[src/rtl/seg7_pkg.sv]
// Shared constants and helpers for the multiplexed 7-segment display back-end.
//   - SEG_0..SEG_9, SEG_BLANK : active-low segment patterns, bit 6 = a ... bit 0 = g
//   - BRIGHT_W                : width of the brightness / PWM phase field
//   - PWM_STEPS               : number of PWM phases per digit slot
//   - bcd_to_seg()            : BCD nibble -> active-low pattern, codes 10..15 blank
package seg7_pkg;

  localparam int unsigned BRIGHT_W  = 4;
  localparam int unsigned PWM_STEPS = 16;

  localparam logic [6:0] SEG_0     = 7'b0000001;
  localparam logic [6:0] SEG_1     = 7'b1001111;
  localparam logic [6:0] SEG_2     = 7'b0010010;
  localparam logic [6:0] SEG_3     = 7'b0000110;
  localparam logic [6:0] SEG_4     = 7'b1001100;
  localparam logic [6:0] SEG_5     = 7'b0100100;
  localparam logic [6:0] SEG_6     = 7'b0100000;
  localparam logic [6:0] SEG_7     = 7'b0001111;
  localparam logic [6:0] SEG_8     = 7'b0000000;
  localparam logic [6:0] SEG_9     = 7'b0000100;
  localparam logic [6:0] SEG_BLANK = 7'b1111111;

  function automatic logic [6:0] bcd_to_seg(input logic [3:0] bcd);
    logic [6:0] pat;
    case (bcd)
      4'd0:    pat = SEG_0;
      4'd1:    pat = SEG_1;
      4'd2:    pat = SEG_2;
      4'd3:    pat = SEG_3;
      4'd4:    pat = SEG_4;
      4'd5:    pat = SEG_5;
      4'd6:    pat = SEG_6;
      4'd7:    pat = SEG_7;
      4'd8:    pat = SEG_8;
      4'd9:    pat = SEG_9;
      default: pat = SEG_BLANK;
    endcase
    return pat;
  endfunction

endpackage

[src/rtl/seg7_decoder.sv]
// Combinational BCD to 7-segment decoder.
//   bcd_i : BCD nibble (10..15 decode to all segments off)
//   seg_o : active-low segments, seg_o[6] = a ... seg_o[0] = g
module seg7_decoder
  import seg7_pkg::*;
(
  input  logic [3:0] bcd_i,
  output logic [6:0] seg_o
);

  always_comb begin
    seg_o = bcd_to_seg(bcd_i);
  end

endmodule

[src/rtl/seg7_scan_driver.sv]
// Multiplexed N-digit common-anode 7-segment scan driver.
// Captures packed BCD digits and per-digit masks on load into a pending frame, promotes it
// to the displayed frame only at the frame boundary (tear-free), and scans MSD first with
// PWM brightness, per-digit blink, decimal points and leading-zero suppression.
//   clk_100MHz  : system clock
//   reset_n     : asynchronous active-low reset
//   digits_bcd  : packed BCD, nibble i = digit i (digit 0 rightmost)
//   digit_en    : per-digit enable (0 = forced blank)
//   blink_mask  : per-digit blink enable
//   dp_mask     : per-digit decimal point
//   lzs_en      : leading-zero suppression enable
//   brightness  : 0 = 1/16 duty ... 15 = full duty
//   load        : one-cycle strobe capturing all of the above
//   seg, dp, an : active-low segment, decimal point and anode drives (registered)
//   frame_tick  : one-cycle pulse marking the last cycle of each full scan
module seg7_scan_driver
  import seg7_pkg::*;
#(
  parameter int unsigned NUM_DIGITS  = 4,
  parameter int unsigned REFRESH_DIV = 100_000,
  parameter int unsigned BLINK_DIV   = 50_000_000
) (
  input  logic                    clk_100MHz,
  input  logic                    reset_n,
  input  logic [4*NUM_DIGITS-1:0] digits_bcd,
  input  logic [NUM_DIGITS-1:0]   digit_en,
  input  logic [NUM_DIGITS-1:0]   blink_mask,
  input  logic [NUM_DIGITS-1:0]   dp_mask,
  input  logic                    lzs_en,
  input  logic [BRIGHT_W-1:0]     brightness,
  input  logic                    load,
  output logic [6:0]              seg,
  output logic                    dp,
  output logic [NUM_DIGITS-1:0]   an,
  output logic                    frame_tick
);

  // The slot timer is kept as (phase, sub) so the PWM phase needs no divider:
  // slot_timer = phase * SubDiv + sub.
  localparam int unsigned SubDiv = REFRESH_DIV / PWM_STEPS;
  localparam int unsigned SubW   = (SubDiv > 1) ? $clog2(SubDiv) : 1;
  localparam int unsigned IdxW   = $clog2(NUM_DIGITS);
  localparam int unsigned BlinkW = (BLINK_DIV > 1) ? $clog2(BLINK_DIV) : 1;

  localparam logic [SubW-1:0]     SubLast   = SubW'(SubDiv - 1);
  localparam logic [IdxW-1:0]     IdxLast   = IdxW'(NUM_DIGITS - 1);
  localparam logic [BlinkW-1:0]   BlinkLast = BlinkW'(BLINK_DIV - 1);
  localparam logic [BRIGHT_W-1:0] PhaseLast = BRIGHT_W'(PWM_STEPS - 1);

  typedef struct packed {
    logic [4*NUM_DIGITS-1:0] digits;
    logic [NUM_DIGITS-1:0]   en;
    logic [NUM_DIGITS-1:0]   blink;
    logic [NUM_DIGITS-1:0]   dp;
    logic                    lzs;
    logic [BRIGHT_W-1:0]     bright;
  } frame_t;

  // Scan / blink state
  logic [SubW-1:0]     sub_q, sub_d;
  logic [BRIGHT_W-1:0] phase_q, phase_d;
  logic [IdxW-1:0]     idx_q, idx_d;
  logic [BlinkW-1:0]   blink_cnt_q, blink_cnt_d;
  logic                blink_ph_q, blink_ph_d;

  // Shadow frames
  frame_t in_frame;
  frame_t pend_q, pend_d;
  frame_t disp_q, disp_d;

  // Registered outputs
  logic [6:0]            seg_q, seg_d;
  logic                  dp_q, dp_d;
  logic [NUM_DIGITS-1:0] an_q, an_d;
  logic                  frame_tick_q, frame_tick_d;

  logic                  slot_last;
  logic                  boundary;
  logic [NUM_DIGITS-1:0] suppress;
  logic                  lzs_run;
  logic [3:0]            cur_bcd;
  logic [6:0]            cur_seg;
  logic                  lit;
  logic                  blank;

  always_comb begin
    in_frame.digits = digits_bcd;
    in_frame.en     = digit_en;
    in_frame.blink  = blink_mask;
    in_frame.dp     = dp_mask;
    in_frame.lzs    = lzs_en;
    in_frame.bright = brightness;
  end

  // ---------------------------------------------------------------------------
  // Slot timer and scan index
  // ---------------------------------------------------------------------------
  always_comb begin
    slot_last = (sub_q == SubLast) && (phase_q == PhaseLast);
    boundary  = slot_last && (idx_q == '0);
  end

  always_comb begin
    sub_d   = sub_q;
    phase_d = phase_q;
    idx_d   = idx_q;
    if (sub_q == SubLast) begin
      sub_d = '0;
      if (phase_q == PhaseLast) begin
        phase_d = '0;
        // MSD first: count the index down, wrapping 0 -> NUM_DIGITS-1
        idx_d = (idx_q == '0) ? IdxLast : idx_q - 1'b1;
      end else begin
        phase_d = phase_q + 1'b1;
      end
    end else begin
      sub_d = sub_q + 1'b1;
    end
  end

  // ---------------------------------------------------------------------------
  // Free-running blink timer, independent of the scan
  // ---------------------------------------------------------------------------
  always_comb begin
    blink_cnt_d = blink_cnt_q + 1'b1;
    blink_ph_d  = blink_ph_q;
    if (blink_cnt_q == BlinkLast) begin
      blink_cnt_d = '0;
      blink_ph_d  = ~blink_ph_q;
    end
  end

  // ---------------------------------------------------------------------------
  // Shadow loading: pending takes every load, display changes only on the boundary.
  // A load on the boundary itself bypasses pending so it is not a frame late.
  // ---------------------------------------------------------------------------
  always_comb begin
    pend_d = pend_q;
    disp_d = disp_q;
    if (load) begin
      pend_d = in_frame;
    end
    if (boundary) begin
      disp_d = load ? in_frame : pend_q;
    end
  end

  // ---------------------------------------------------------------------------
  // Leading-zero suppression: walk down from the MSD while digits are zero and carry
  // no decimal point. Digit 0 is never suppressed.
  // ---------------------------------------------------------------------------
  always_comb begin
    lzs_run  = disp_q.lzs;
    suppress = '0;
    for (int i = NUM_DIGITS - 1; i >= 1; i--) begin
      if (disp_q.dp[i] || (disp_q.digits[4*i +: 4] != 4'd0)) begin
        lzs_run = 1'b0;
      end
      suppress[i] = lzs_run;
    end
  end

  // ---------------------------------------------------------------------------
  // Current digit decode and output formation
  // ---------------------------------------------------------------------------
  always_comb begin
    cur_bcd = disp_q.digits[{idx_q, 2'b00} +: 4];
  end

  seg7_decoder u_decoder (
    .bcd_i (cur_bcd),
    .seg_o (cur_seg)
  );

  always_comb begin
    lit   = (phase_q <= disp_q.bright);
    blank = !disp_q.en[idx_q] || (disp_q.blink[idx_q] && blink_ph_q) || suppress[idx_q];

    an_d         = '1;
    seg_d        = SEG_BLANK;
    dp_d         = 1'b1;
    frame_tick_d = boundary;
    if (lit) begin
      an_d[idx_q] = 1'b0;
      if (!blank) begin
        seg_d = cur_seg;
        dp_d  = ~disp_q.dp[idx_q];
      end
    end
  end

  // ---------------------------------------------------------------------------
  // State registers
  // ---------------------------------------------------------------------------
  always_ff @(posedge clk_100MHz or negedge reset_n) begin
    if (!reset_n) begin
      sub_q        <= '0;
      phase_q      <= '0;
      idx_q        <= IdxLast;
      blink_cnt_q  <= '0;
      blink_ph_q   <= 1'b0;
      pend_q       <= '0;
      disp_q       <= '0;
      seg_q        <= SEG_BLANK;
      dp_q         <= 1'b1;
      an_q         <= '1;
      frame_tick_q <= 1'b0;
    end else begin
      sub_q        <= sub_d;
      phase_q      <= phase_d;
      idx_q        <= idx_d;
      blink_cnt_q  <= blink_cnt_d;
      blink_ph_q   <= blink_ph_d;
      pend_q       <= pend_d;
      disp_q       <= disp_d;
      seg_q        <= seg_d;
      dp_q         <= dp_d;
      an_q         <= an_d;
      frame_tick_q <= frame_tick_d;
    end
  end

  assign seg        = seg_q;
  assign dp         = dp_q;
  assign an         = an_q;
  assign frame_tick = frame_tick_q;

endmodule

[config.mk]
export PLATFORM = sky130hd
export DESIGN_NAME = seg7_scan_driver
export DESIGN_NICKNAME = d
export VERILOG_FILES = /design/src/rtl/seg7_pkg.sv /design/src/rtl/seg7_decoder.sv /design/src/rtl/seg7_scan_driver.sv
export SDC_FILE = /design/constraint.sdc
export NUM_CORES = 1
export LEC_CHECK = 0
export CAP_MARGIN = 0
export CORE_ASPECT_RATIO = 1.75
export CORE_MARGIN = 2
export CORE_UTILIZATION = 52
export CTS_CLUSTER_DIAMETER = 40
export DETAILED_ROUTE_END_ITERATION = 10
export PLACE_DENSITY = 0.75
export SETUP_SLACK_MARGIN = 0.5
export SLEW_MARGIN = 30
export SYNTH_ARGS = -nofsm -noshare
export SYNTH_HDL_FRONTEND = slang
export SYNTH_SLANG_ARGS = --single-unit
export TNS_END_PERCENT = 20
[constraint.sdc]
create_clock -name clk_100MHz -period 3.21 [get_ports clk_100MHz]
set_clock_uncertainty 0.1 [all_clocks]
set_input_delay 0.642 -clock clk_100MHz [delete_from_list [all_inputs] [get_ports clk_100MHz]]
set_output_delay 0.642 -clock clk_100MHz [all_outputs]
set_load 0.05 [all_outputs]
==> results of run 1 <==
==> registers in the layout, summed over array words and instances (netlist names), 2 cells and up <==
| name | count |
|---|---|
| phase_q | 4 |
| an | 4 |
| idx_q | 2 |
| disp_q | 33 |
| sub_q | 13 |
| pend_q | 33 |
| seg | 7 |
| blink_cnt_q | 26 |
==> power breakdown <==
group	total, mW	switching, mW	internal, mW
clock	1.90	0.742	1.15
sequential	1.63	0.0108	1.62
combinational	0.144	0.0657	0.0780
total	3.67	0.819	2.85
==> worst register-to-register path: cells and delay by family, from the launching register on <==
kind / cells / cell delay, ns
mux: 1 / 0.39
simple gates: 3 / 1.10
buf+inv: 1 / 0.34
flops: 1 / 0.40
==> cell type report <==
| type | instances | area (sq um) | area share, % |
|---|---|---|---|
| Tap cell | 130 | 163 | 2.40 |
| Multi-Input combinational cell | 283 | 2280 | 33.7 |
| Timing Repair Buffer | 54 | 536 | 7.91 |
| Clock inverter | 15 | 161 | 2.38 |
| Sequential cell | 125 | 3150 | 46.5 |
| Clock buffer | 17 | 425 | 6.29 |
| Inverter | 15 | 56.3 | 0.832 |
==> cells by family (layout without fill, tap and decap cells) <==
| group | Yosys count | after routing | synth area share, % |
|---|---|---|---|
| flops | 125 | 125 | 56.4 |
| simple gates | 123 | 123 | 11.8 |
| mux | 75 | 75 | 16.3 |
| xor+xnor | 34 | 34 | 5.34 |
| compound gates | 33 | 33 | 3.43 |
| buf+inv | 33 | 101 | 2.78 |
| fa+ha+maj | 18 | 18 | 4.04 |
==> synth_stat cells (2+ instances only) <==
| master | n |
|---|---|
| nor4_1 | 4 |
| nand3b_1 | 3 |
| xnor2_1 | 22 |
| nor2b_1 | 4 |
| nor4b_1 | 3 |
| nand4_1 | 10 |
| nand3_1 | 15 |
| buf_6 | 4 |
| dfrtp_1 | 111 |
| dfstp_2 | 14 |
| o22ai_1 | 2 |
| mux2_1 | 23 |
| nor2_1 | 29 |
| clkbuf_1 | 13 |
| a21oi_1 | 9 |
| and4_1 | 6 |
| mux4_2 | 6 |
| nor3_1 | 5 |
| nand2_1 | 30 |
| mux2i_1 | 4 |
| o21ai_0 | 15 |
| or4_1 | 2 |
| xor2_1 | 12 |
| mux2_2 | 42 |
| inv_1 | 15 |
| o211ai_1 | 3 |
| and3_1 | 6 |
| ha_1 | 18 |
==> worst paths after layout <==
path | cells after the start | end | start | slack [ns]
setup / recovery | 1 | seg[0] | seg[0]$_DFF_PN1_ | 0.75
hold / removal | 2 | pend_q[15]$_DFF_PN0_ | reset_n | 0.19
setup reg to reg | 5 | disp_q[12]$_DFFE_PN0P_ | sub_q[9]$_DFF_PN0_ | 0.76
hold reg to reg | 1 | blink_cnt_q[0]$_DFF_PN0_ | blink_cnt_q[0]$_DFF_PN0_ | 0.38
max in group asynchronous | 2 | blink_cnt_q[21]$_DFF_PN0_ | reset_n | 2.29
min in group clk_100MHz | 1 | blink_cnt_q[0]$_DFF_PN0_ | blink_cnt_q[0]$_DFF_PN0_ | 0.38
==> metal layers <==
metal	vias to the layer above	routed length, microns	global-route usage [%]	share of wire (%)
met5	-	0	0	0
met4	0	254	8.16	2.3
met1	1817	4310	23.6	39
met2	63	6120	37.6	55
met3	18	362	6.02	3.3
li1	1654	-	-	-
==> per-stage QoR <==
stage | hold WS, ns | worst slack, ns | power [mW]
floorplan | 0.246 | 0.816 | 1.71
CTS | 0.252 | 0.723 | 3.70
global route | 0.260 | 0.626 | 3.79
global placement | 0.365 | 0.796 | 1.79
detailed placement | 0.379 | 0.769 | 1.80
finish | 0.187 | 0.747 | 3.67
==> results.md, run 1 <==
* Status: completed
* Die X at 82.3 microns
* Max-Cap Viols at 0
* Final Core Density at 64.0%
* Sink Count at 125
* IO Count at 49
* H-tree depth at 4
* Post-synthesis instance total at 441
* Largest area contributor in the netlist: dfrtp_1
* Filler cell count at 801
* Vias per inst at 5.56
* Top cell type's share of synthesized area at 49.8%
* Largest incremental delay on the critical path at 0.79 ns
* DR iter-0 viols at 163
* Final setup viols at 0
* CTS buffer count at 17
* Post-synthesis sequential area ratio at 56.4%
* Most frequent cells in the layout: 111 x dfrtp_1, 47 x clkdlybuf4s50_1, 42 x mux2_2
* WL/cell at 17.3 microns
* Synthesized flop and latch total at 125
* F_max at 406 MHz
* Critical Path AT at 1.72 ns
* Post-route DRC at 0
* # diodes at 0
* Critical path's slowest cell: clkdlybuf4s50_1
* Synth Warn # at 0
* Fin crit period at 2.46 ns
* Layout cells sized above 1 at 20.4%
* Synth Cell Area at 0.00558 sq mm
* Worst path required time at 2.47 ns
* Crit Path Max Fanout at 1
* Post-synth top flop: dfrtp_1
* Gr ovfl total at 0
* Fin cells at 639
* Fin crit share at 76.7%
* Critical path launch point type: flop
* Post-synth EDFFs at 0
* DP HPWL at 7.42 mm
* Site row count at 50
* Crit. End Element: primary output
* Max-slew violations at 0
* Routed WL at 11.0 mm
* Max_slew headroom at 55.4%
* Synth unique cells at 39
* Cts hold-fix bufs at 0
* Worst-margin pin slew at 0.668 ns
* Worst path cell trace: clkdlybuf4s50_1
* CP bufs+invs at 1
* Pin count of the biggest net entering global routing at 126
* Final hold violations at 0
* RSZ-0062 raised after global routing: false
* Post-Layout Inst Area at 0.00677 sq mm
* Buffers added on ports at 48
* Peak VDD IR at 0.000442 V
* Pwr dens at 542 mW/mm^2
* Top cells by area, synth: dfrtp_1 50%, mux2_2 8.5%, dfstp_2 6.6%
* Clock latency on the worst-skew pair at 0.41 ns
* Postcts setup bufs at 0
* Core area at 0.0106 sq mm
* Tot GR Track Use at 21.3%
* Mapped Nets at 495
* Post-CTS sizing at 0
* Leakage at 3.00 nW
* Via count at 3552
* Area delta synth->final at 21.3%
* Vias in the first global route at 3892
* FFs w/ async S/R, synth at 100%
* First-pass GRT wire length at 18.6 mm
* CTS max path bufs at 2
* Full die area at 0.0116 sq mm
* Area after DPL at 0.00618 sq mm
* Cell family with most CP delay: buffers and inverters
* Starting Density at 52.8%
* Drt first pass iters at 4
* Die Height at 141 microns
* Most common cell after layout, fill and taps aside: dfrtp_1
* Root buffer cell: clkbuf_16
* Worst-path clk slew at 0.06 ns
* Dpl cells at 607
* RePlAce Congestion at 0.816
* Initial antenna violation count at 0
* Critical path class: flop to primary output
* Synthesized area per cell at 12.7 sq um
* Sum of negative setup slack at 0 ns
* CTS tree: built
* Worst hold-check path type: primary input to asynchronous set/reset pin
* Layout Nets at 550
* Post-route ant nets at 0
Power figures use the tool's default switching activity.
==> inputs of run 2 (changes only) <==
PLACE_DENSITY = 0.78   (was 0.75)
clock period = 2 ns   (was 3.21 ns; I/O delays follow)
==> run 2 against run 1 <==
The flow now finishes with violations (setup timing). Clock power rose by 65%. Non-clock buffer count rose by 34. Register-to-register slack got worse by 1.0 ns. Hold slack improved by 0.20 ns. Critical path type is now flop to flop. Critical endpoint is now disp_q[22]$_DFFE_PN0P_. Largest power group unchanged.
==> results.md, run 2 (synthesized netlist as in run 1, its figures left out) <==
* DR iter-0 viols at 183 (+12%)
* Vias in the first global route at 4124 (+6.0%)
* DP HPWL at 7.81 mm (+5.3%)
* Max_slew headroom at 70.0% (+15 points)
* Biggest regs: disp_q (33), pend_q (33), blink_cnt_q (26)
* Most common cell after layout, fill and taps aside: dfrtp_1
* Critical Path AT at 2.48 ns (+0.76 ns)
* Switching share of power at 21.3% (-0.99 points)
* Gate power share at 4.3% (+0.4 points)
* Critical path launch point type: flop
* Worst-path clk slew at 0.06 ns (about the same)
* Post-route ant nets at 0 (unchanged)
* Max-Cap Viols at 0 (unchanged)
* Crit Path Max Fanout at 7 (+6)
* Filler cell count at 646 (-19%)
* Hold worst-path end: disp_q[9]$_DFFE_PN0P_
* Final Core Density at 72.6% (+8.6 points)
* Clock power frac at 52.1% (+0.4 points)
* Drt first pass iters at 4 (unchanged)
* Vias per inst at 5.64 (+1.5%)
* Die X at 82.3 microns (unchanged)
* Root buffer cell: clkbuf_16
* Layout Nets at 584 (+6.2%)
* Site row count at 50 (unchanged)
* RePlAce Congestion at 0.785 (-3.8%)
* WL/cell at 20.1 microns (+16%)
* Worst Setup Slack, final at -0.285 ns (-1.03 ns)
* Via count at 3797 (+6.9%)
* Flop pwr share at 43.6% (-0.8 points)
* Area delta synth->final at 37.5%
* Status: finished, violations left
* Final hold violations at 0 (unchanged)
* H-tree depth at 4 (unchanged)
* Gr ovfl total at 0 (unchanged)
* Hold Crit Start: disp_q[9]$_DFFE_PN0P_
* IO Count at 49 (unchanged)
* Peak VDD IR at 0.000697 V (+57%)
* Worst Hold Depth at 1
* RR Startpoint: sub_q[7]$_DFF_PN0_
* Worst path required time at 2.20 ns (-0.27 ns)
* F_max at 438 MHz
* Die Height at 141 microns (unchanged)
* Worst reg2reg endpoint: disp_q[22]$_DFFE_PN0P_
* Tightest hold margin at 0.390 ns (+0.202 ns)
* Routed WL at 13.5 mm (+22%)
* Critical path class: flop to flop
* Pwr Total at 6.00 mW (+64%)
* Fin crit share at 114%
* Int Pwr at 4.72 mW (+66%)
* Crit. End Element: flop
* Initial antenna violation count at 0 (unchanged)
* # diodes at 0 (unchanged)
* Post-route DRC at 0 (unchanged)
* Worst hold-check path type: flop to flop
* FF-to-FF setup slack at -0.29 ns (-1.05 ns)
* NetSw at 1.28 mW (+56%)
* Pwr dens at 782 mW/mm^2 (+44%)
* Full die area at 0.0116 sq mm (unchanged)
* Clock latency on the worst-skew pair at 0.41 ns (about the same)
* First-pass GRT wire length at 19.9 mm (+7.5%)
* Sum of negative setup slack at -9.67 ns (-9.67 ns)
* RSZ-0062 raised after global routing: true
* Failing checks: setup timing
* Final setup viols at 48 (+48)
* Layout cells sized above 1 at 41.6% (+21 points)
* Pre-CTS setup slack at -0.293 ns (-1.06 ns)
* Fin crit period at 2.29 ns
* Sink Count at 125 (unchanged)
* Multi-input logic area at 0.00272 sq mm (+19%)
* Pin count of the biggest net entering global routing at 44 (-65%)
* Buffers added on ports at 48 (unchanged)
* Reg2reg path depth at 5 (unchanged)
* CTS tree: built
* CTS buffer count at 17 (unchanged)
* CTS max path bufs at 2 (unchanged)
* Tot GR Track Use at 23.0% (+1.7 points)
* Register area at 0.00315 sq mm (+0.28%)
* Starting Density at 52.8% (unchanged)
* Most frequent cells in the layout: 104 x dfrtp_1, 34 x mux2_2, 34 x clkdlybuf4s50_1
* Max-slew violations at 0 (unchanged)
* Core area at 0.0106 sq mm (unchanged)
* Worst-margin pin slew at 0.450 ns (-0.218 ns)
* Leakage at 3.38 nW (+13%)
-- run 2: cell count changes in the layout (fill, tap and decap cells not counted), moves of 12 or more --
cell             delta
mux2_4             +27
buf_4              +21
mux2_1             -19
clkdlybuf4s50_1    -13
nor2_1             -13
buf_8              +12
nor2_4             +12
-- run 2: power groups by stage --
stage	registers, mW	clock network, mW	logic [mW]
CTS	2.62	3.16	0.258
finish	2.62	3.13	0.259
floorplan	2.65	0	0.0926
global placement	2.65	0	0.244
detailed placement	2.66	0	0.252
global route	2.62	3.30	0.281
-- run 2: worst max path at each step --
stage,from,end,slack (ns)
global route,sub_q[7]$_DFF_PN0_,disp_q[4]$_DFFE_PN0P_,-0.33
floorplan,sub_q[2]$_DFF_PN0_,disp_q[0]$_DFFE_PN0P_,-0.39
CTS,sub_q[9]$_DFF_PN0_,disp_q[0]$_DFFE_PN0P_,-0.26
finish,sub_q[7]$_DFF_PN0_,disp_q[22]$_DFFE_PN0P_,-0.29
detailed placement,sub_q[9]$_DFF_PN0_,disp_q[8]$_DFFE_PN0P_,-0.29
global placement,sub_q[9]$_DFF_PN0_,disp_q[13]$_DFFE_PN0P_,-0.22
-- run 2: routing by layer --
metal / wire (microns) / GRT usage (%) / vias up
met3: 399 / 5.63 / 36
met1: 4740 / 23.6 / 1948
met5: 0 / 0 / -
met4: 548 / 9.56 / 0
met2: 7810 / 42.6 / 83
li1: - / - / 1730
-- run 2: worst max-delay path, stage by stage (launching register included) --
cell       delay [ns]
dfrtp_1          0.38
or4b_4           0.55
nor4_4           0.30
and3_4           0.33
clkbuf_16        0.20
mux2_4           0.31
-- run 2: timing repair --
action                                  CTS  global route
hold endpoints to repair                 21             0
gates resized for setup                 107            53
pin swaps                                33            38
gates cloned                              2             1
hold buffers                              1             0
endpoints found under the setup margin   96            98
buffers inserted                          2             3
-- run 2: layout make-up --
| type | instances | area share (%) |
|---|---|---|
| Clock buffer | 18 | 5.72 |
| Clock inverter | 14 | 2.18 |
| Inverter | 15 | 0.733 |
| Multi-Input combinational cell | 283 | 35.4 |
| Sequential cell | 125 | 41.1 |
| Tap cell | 130 | 2.12 |
| Timing Repair Buffer | 88 | 12.8 |
-- run 2: through the flow --
stage | cell area (sq um) | cells
6_report | 7680 | 673
5_1_grt | 7680 | 673
4_1_cts | 7420 | 669
3_5_place_dp | 6380 | 632
3_3_place_gp | 6380 | 632
2_1_floorplan | 5590 | 441
